File: src/rtl/ram_scan_reader_if.sv
// Scan reader bus: RAM read port, control inputs and display outputs.
// master = scan reader, slave = RAM/display/control side.
interface ram_scan_reader_if #(
    parameter int ADDR_W = 5,
    parameter int DATA_W = 4
);
    logic              enable;
    logic              step;
    logic              refresh;
    logic [ADDR_W-1:0] rd_addr;
    logic              rd_en;
    logic [DATA_W-1:0] rd_data;
    logic [ADDR_W-1:0] disp_addr;
    logic [DATA_W-1:0] disp_data;
    logic              disp_valid;

    modport master (
        input  enable, step, refresh, rd_data,
        output rd_addr, rd_en, disp_addr, disp_data, disp_valid
    );

    modport slave (
        output enable, step, refresh, rd_data,
        input  rd_addr, rd_en, disp_addr, disp_data, disp_valid
    );
endinterface

File: src/rtl/ram_scan_reader.sv
// Walks the RAM one word at a time and holds a matched
// address/data pair for the HEX display.
module ram_scan_reader #(
    parameter int ADDR_W   = 5,
    parameter int DATA_W   = 4,
    parameter int TICK_DIV = 50_000_000,
    parameter int RD_LAT   = 1
) (
    input logic             clk,
    input logic             reset_n,
    ram_scan_reader_if.master bus
);
    localparam int CNT_W = (TICK_DIV > 1) ? $clog2(TICK_DIV) : 1;
    localparam int LAT_W = (RD_LAT > 1) ? $clog2(RD_LAT) : 1;
    localparam logic [CNT_W-1:0] TICK_MAX = CNT_W'(TICK_DIV - 1);
    localparam logic [LAT_W-1:0] LAT_MAX  = LAT_W'(RD_LAT - 1);

    typedef enum logic [1:0] {
        INIT,
        READ,
        WAIT,
        HOLD
    } state_t;

    state_t            r_state;
    logic [CNT_W-1:0]  r_tick_cnt;
    logic [LAT_W-1:0]  r_lat_cnt;
    logic              r_refresh_pend;
    logic [ADDR_W-1:0] r_rd_addr;
    logic              r_rd_en;
    logic [ADDR_W-1:0] r_disp_addr;
    logic [DATA_W-1:0] r_disp_data;
    logic              r_disp_valid;
    logic              w_adv;

    assign w_adv = (bus.enable && (r_tick_cnt == TICK_MAX)) ||
                   (!bus.enable && bus.step);

    always_ff @(posedge clk or negedge reset_n) begin
        if (!reset_n) begin
            r_state        <= INIT;
            r_tick_cnt     <= '0;
            r_lat_cnt      <= '0;
            r_refresh_pend <= 1'b0;
            r_rd_addr      <= '0;
            r_rd_en        <= 1'b0;
            r_disp_addr    <= '0;
            r_disp_data    <= '0;
            r_disp_valid   <= 1'b0;
        end else begin
            r_rd_en <= 1'b0;
            if (bus.enable && (r_tick_cnt != TICK_MAX)) begin
                r_tick_cnt <= r_tick_cnt + 1'b1;
            end
            unique case (r_state)
                INIT: begin
                    if (bus.refresh) r_refresh_pend <= 1'b1;
                    r_rd_en <= 1'b1;
                    r_state <= READ;
                end
                READ: begin
                    if (bus.refresh) r_refresh_pend <= 1'b1;
                    r_lat_cnt <= '0;
                    r_state   <= WAIT;
                end
                WAIT: begin
                    if (bus.refresh) r_refresh_pend <= 1'b1;
                    r_lat_cnt <= r_lat_cnt + 1'b1;
                    if (r_lat_cnt == LAT_MAX) begin
                        r_disp_data  <= bus.rd_data;
                        r_disp_addr  <= r_rd_addr;
                        r_disp_valid <= 1'b1;
                        r_state      <= HOLD;
                    end
                end
                HOLD: begin
                    // An advance supersedes any refresh: the new word is read anyway.
                    if (w_adv) begin
                        r_rd_addr      <= r_rd_addr + 1'b1;
                        r_tick_cnt     <= '0;
                        r_refresh_pend <= 1'b0;
                        r_rd_en        <= 1'b1;
                        r_state        <= READ;
                    end else if (bus.refresh || r_refresh_pend) begin
                        r_refresh_pend <= 1'b0;
                        r_rd_en        <= 1'b1;
                        r_state        <= READ;
                    end
                end
                default: r_state <= INIT;
            endcase
        end
    end

    assign bus.rd_addr    = r_rd_addr;
    assign bus.rd_en      = r_rd_en;
    assign bus.disp_addr  = r_disp_addr;
    assign bus.disp_data  = r_disp_data;
    assign bus.disp_valid = r_disp_valid;
endmodule
File: src/flat_wrapper.sv
// flat-port wrapper written by rule: the top's interface ports become plain ports
module ram_scan_reader_flat 
#(
    parameter int ADDR_W   = 5,
    parameter int DATA_W   = 4,
    parameter int TICK_DIV = 50_000_000,
    parameter int RD_LAT   = 1
)
  (clk, reset_n, bus_enable, bus_step, bus_refresh, bus_rd_data, bus_rd_addr, bus_rd_en, bus_disp_addr, bus_disp_data, bus_disp_valid);
  ram_scan_reader_if #(.ADDR_W(ADDR_W), .DATA_W(DATA_W)) bus_i ();
  input logic clk;
  input logic reset_n;
  input wire logic [$bits(bus_i.enable)-1:0] bus_enable;
  input wire logic [$bits(bus_i.step)-1:0] bus_step;
  input wire logic [$bits(bus_i.refresh)-1:0] bus_refresh;
  input wire logic [$bits(bus_i.rd_data)-1:0] bus_rd_data;
  output wire logic [$bits(bus_i.rd_addr)-1:0] bus_rd_addr;
  output wire logic [$bits(bus_i.rd_en)-1:0] bus_rd_en;
  output wire logic [$bits(bus_i.disp_addr)-1:0] bus_disp_addr;
  output wire logic [$bits(bus_i.disp_data)-1:0] bus_disp_data;
  output wire logic [$bits(bus_i.disp_valid)-1:0] bus_disp_valid;
  assign bus_i.enable = bus_enable;
  assign bus_i.step = bus_step;
  assign bus_i.refresh = bus_refresh;
  assign bus_i.rd_data = bus_rd_data;
  assign bus_rd_addr = bus_i.rd_addr;
  assign bus_rd_en = bus_i.rd_en;
  assign bus_disp_addr = bus_i.disp_addr;
  assign bus_disp_data = bus_i.disp_data;
  assign bus_disp_valid = bus_i.disp_valid;
  ram_scan_reader #(.ADDR_W(ADDR_W), .DATA_W(DATA_W), .TICK_DIV(TICK_DIV), .RD_LAT(RD_LAT)) u_core (.clk(clk), .reset_n(reset_n), .bus(bus_i));
endmodule
File: config.mk
export PLATFORM = sky130hd
export DESIGN_NAME = ram_scan_reader_flat
export DESIGN_NICKNAME = d
export VERILOG_FILES = /design/src/rtl/ram_scan_reader_if.sv /design/src/rtl/ram_scan_reader.sv /design/src/flat_wrapper.sv
export SDC_FILE = /design/constraint.sdc
export NUM_CORES = 1
export LEC_CHECK = 0
export ABC_AREA = 1
export CAP_MARGIN = 10
export CORE_ASPECT_RATIO = 2
export CORE_UTILIZATION = 45
export CTS_CLUSTER_DIAMETER = 40
export DETAILED_ROUTE_END_ITERATION = 12
export REMOVE_ABC_BUFFERS = 1
export SETUP_SLACK_MARGIN = 0.2
export SYNTH_ARGS = -nofsm -noshare
export SYNTH_HDL_FRONTEND = slang
export SYNTH_SLANG_ARGS = --single-unit
File: constraint.sdc
create_clock -name clk -period 1.9 [get_ports clk]
set_input_delay 0.38 -clock clk [delete_from_list [all_inputs] [get_ports clk]]
set_output_delay 0.38 -clock clk [all_outputs]
set_load 0.03 [all_outputs]
After elaboration in Yosys (flattened, before gate mapping) --
Cells that the tools add are included.
Word-level totals: output and inout bits 16, bits of input ports 9, register bits 46
Cells by class: add/subtract/negate cells 3, bitwise logic cells 1, mux-type cells 15, equality and inequality tests 8, reduce and logical (&&, ||, !) cells 13
Operators by type and width (count):
- $mux 26 | 3
- $add 26x1->26 const B | 1
- $eq 26x26->1 const B | 1
- $ne 26x26->1 const B | 1
- $pmux 2 s4 | 1
- $reduce_and 2->1 | 4
- $mux 2 | 3
- $pmux 1 s2 | 3
- $add 5x1->5 const B | 1
- $mux 1 | 5
- $eq 2x2->1 const B | 2
- $logic_and 1x1->1 | 3
- $ne 3x1->1 const B | 1
- $reduce_or 3->1 | 1
- $eq 2x1->1 const B | 1
- $logic_not 2->1 | 1
- $logic_or 1x1->1 | 2
- $ne 2x1->1 const B | 1
- $ne 2x2->1 const B | 1
- $reduce_bool 2->1 | 1
- $add 1x1->1 const B | 1
- $logic_not 1->1 | 1
- $not 1->1 | 1

Logic depth before layout (Yosys ltp) --
depth after elaboration 5, depth in mapped cells 13

Worst setup path before layout --
No wires, ideal clock.
path type register to register, from register u_core.r_tick_cnt[0], to register u_core.r_rd_addr[2] (netlist: u_core.bus.rd_addr[2]), cell stages (with the launch flop) 12, library setup time 0.122 ns, arrival time 1.562 ns, setup slack 0.216 ns, required time 1.778 ns, cell sequence dfrtp_1 ha_1 inv_2 nor2_4 nand2_4 nor2_4 nand3_4 nand2_8 nand3_4 buf_6 nand2_1 o21ai_2
Between the ends: word-level cells in the longest chain between the ends 4
Ends and longest elaborated chain:
- start: declaration | line ram_scan_reader.sv:26 | logic [CNT_W-1:0] r_tick_cnt;
- start signal: assignment | line ram_scan_reader.sv:53 | r_tick_cnt <= r_tick_cnt + 1'b1;
- $eq 26x26->1 | line ram_scan_reader.sv:36 | assign w_adv = (bus.enable && (r_tick_cnt == TICK_MAX)) ||
- $logic_and 1x1->1 | line ram_scan_reader.sv:36
- $logic_or 1x1->1 | line ram_scan_reader.sv:36
- $reduce_and 2->1 (no source line)
- end signal: assignment | line ram_scan_reader.sv:79 | r_rd_addr <= r_rd_addr + 1'b1;
- end: declaration | line ram_scan_reader.sv:29 | logic [ADDR_W-1:0] r_rd_addr;
Every way passes these cells. A chain may end at the register's enable or synchronous reset.

Worst setup path after layout --
from register u_core.r_tick_cnt[0], to register u_core.r_rd_addr[0] (netlist: u_core.bus.rd_addr[0])
The elaborated chain is that of the path after synthesis.

==> results.yml <==
run_status:
  status: "finished, final reports clean"
place:
  place.gp.congestion: 0.892
  dp_slack_ns: 0.0627
  io_buffers: 24
  place_hpwl_um: 5070
  placed_cells: 475
power_and_ir_drop:
  powerDensity_nw_per_um2: 1120
  p_leak_nw: 1.71
  ir_drop_mv: 0.906
cells_and_area:
  final_cells: 493
  diodes: 0
  utilization_pct: 59.0
  syn2layout_area_growth_pct: 27.2
  drive_above_1_share_pct: 20.0
  layout.nets: 444
  multi_input_area_sq_um: 1460
  fillers: 556
  layout.cells.most_common_list: "nand2_1 (110), nor2_1 (55), inv_1 (45)"
  regArea_sq_um: 1150
  layout_commonest_cell: "nand2_1"
die:
  die_area_sq_um: 6520
  die_h_um: 113
  start_util_pct: 46.3
  core-area_sq_um: 6010
  core.rowCount: 40
  die_x_um: 57.6
  io_pins: 25
timing:
  period_minus_slack_ns: 1.69
  fin_crit_sh_pct: 89.0
  skew_ns: 0.00352
  worst_pin_slew_ns: 0.320
  slew_violations: 0
  rsz0062_at_grt: "true"
  max_slew_margin_pct: 78.6
  fin_tns_setup_ns: 0
  setup_ws_ns: 0.208
  setup_viol: 0
  hold_violations: 0
  clock.fmax_ghz: 0.591
clocking:
  clockBufferDepth: 2
  cts_made_buffers: 5
  root_buffer: "clkbuf_16"
  cts_tree: "yes"
  clk_latency_ns: 0.29
  clkTransAtPathRegs_ns: 0.06
  hold_buffers: 0
  cts_max_level: 2
  cts.sinks: 46
synth:
  avgSynthCellArea_sq_um: 7.44
  yosysSeqAreaShare_pct: 41.4
  syn_area_sq_um: 2780
  synth_cells: 374
  ys_types: 32
  synthesis.yosys.warnings: 0
  ys_seq_elements: 46
worst_hold_path:
  hold_path_class: "in -> async"
drt:
  drc: 0
  vias_per_cell: 5.08
  drtIter0Drc: 77
  routed-via-count: 2506
  drt_pass1_iterations: 4
  postRouteAntennaNets: 0
  wl_per_cell_um: 13.9
  wl_um: 6850
global_routing:
  grt_pass1_vias: 2612
  grt_overflow: 0
  grt_pass1_wl_um: 11600
  grtUsageTotal_pct: 23.4
  grt_max_degree: 47
  antenna_found_initial: 0
worst_setup_path:
  cp_max_fo: 6
  crit_required_ns: 2.08
  reg2reg_from: "u_core.r_tick_cnt[0]$_DFF_PN0_"
  cp-end-kind: "flop"
  worstSetupPathType: "reg -> reg"
  critPathArrivalTime_ns: 1.87
  crit_start: "u_core.r_tick_cnt[0]$_DFF_PN0_"
  startpoint_type: "flop"
run:
  maxCapViolCount: 0
-- cell type report --
type | count | area share (%)
Clock buffer | 6 | 3.64
Clock inverter | 2 | 1.06
Inverter | 49 | 5.48
Multi-Input combinational cell | 272 | 41.2
Sequential cell | 46 | 32.6
Tap cell | 63 | 2.23
Timing Repair Buffer | 55 | 13.8
-- registers in the layout, summed over array words and instances, names as in the netlist --
register,flops
u_core.r_state,2
u_core.bus.rd_addr,5
u_core.bus.rd_en,1
u_core.bus.disp_addr,5
u_core.bus.disp_data,4
u_core.r_lat_cnt,1
u_core.r_tick_cnt,26
u_core.r_refresh_pend,1
u_core.bus.disp_valid,1
-- kinds of logic after synthesis --
group	after synthesis	share of synthesized area, %
flip-flops	46	41.4
XOR/XNOR	11	3.46
AO/OA/AOI/OAI	29	6.25
multiplexers	5	2.02
AND/OR/NAND/NOR	221	35.0
adder cells (fa/ha/maj)	6	2.70
buffers and inverters	56	9.17
-- report_power, final --
| part | total, mW | internal, mW | switching, mW | leakage, nW |
|---|---|---|---|---|
| clock | 1.01 | 0.622 | 0.385 | 0.0771 |
| sequential | 1.42 | 1.23 | 0.193 | 0.596 |
| combinational | 1.54 | 0.639 | 0.898 | 1.04 |
| total | 3.96 | 2.49 | 1.48 | 1.71 |
-- worst max-delay path, cell delays in order, from the launching register on --
cell     delay (ns)
dfrtp_1        0.40
ha_4           0.17
inv_4          0.04
nor2_4         0.10
nand2_4        0.08
nor2_4         0.12
nand3_4        0.11
nand2_8        0.11
nand3_4        0.14
buf_6          0.18
xor2_2         0.13
-- synth_stat cells (all sizes together) --
master	n	area, sq um
nor3b	2	15.0
clkbuf	1	3.75
nand2	121	485
nor3	1	5.00
nand4	8	50.1
or2	1	6.26
buf	6	63.8
a21oi	8	43.8
inv	48	183
nor2	64	255
xnor2	5	43.8
dfrtp	46	1150
o21bai	4	30.0
o21ai	17	100
xor2	6	52.6
ha	6	75.1
nand3	21	135
clkinv	1	5.00
nand3b	3	22.5
mux2	5	56.3
-- path summary, 6_finish.rpt --
kind | to | slack [ns] | cells past startpoint
setup / recovery | u_core.bus.rd_addr[0]$_DFFE_PN0P_ | 0.21 | 10
hold / removal | u_core.r_tick_cnt[14]$_DFF_PN0_ | 0.05 | 2
setup reg to reg | u_core.bus.rd_addr[0]$_DFFE_PN0P_ | 0.21 | 10
hold reg to reg | u_core.bus.disp_valid$_DFFE_PN0P_ | 0.47 | 2
max in group asynchronous | u_core.r_tick_cnt[8]$_DFF_PN0_ | 1.60 | 2
min in group clk | u_core.bus.disp_valid$_DFFE_PN0P_ | 0.47 | 2
-- through the flow --
stage          cell area, sq um  total power [mW]  hold WS (ns)
6_report                   3540              3.96        0.0538
5_1_grt                    3540              4.20        0.0764
4_1_cts                    3420              3.92        0.0718
3_5_place_dp               3200              2.92         0.385
3_3_place_gp               3200              2.89         0.385
2_1_floorplan              2720              2.35        0.0844
-- layer usage --
metal	vias to the layer above	track usage, %	part of all wire, %
li1	1270	-	-
met1	1144	23.0	37
met2	61	42.9	55
met3	31	3.89	2.7
met4	0	15.8	5.3
met5	-	0	0
-- timing repair --
| item | 4_1_cts | 5_1_grt |
|---|---|---|
| gates cloned | 0 | 0 |
| endpoints found under the setup margin | 43 | 37 |
| resized for setup | 19 | 30 |
| pin swaps | 2 | 9 |
| buffers inserted | 6 | 4 |
(Power assumes the default switching activity.)
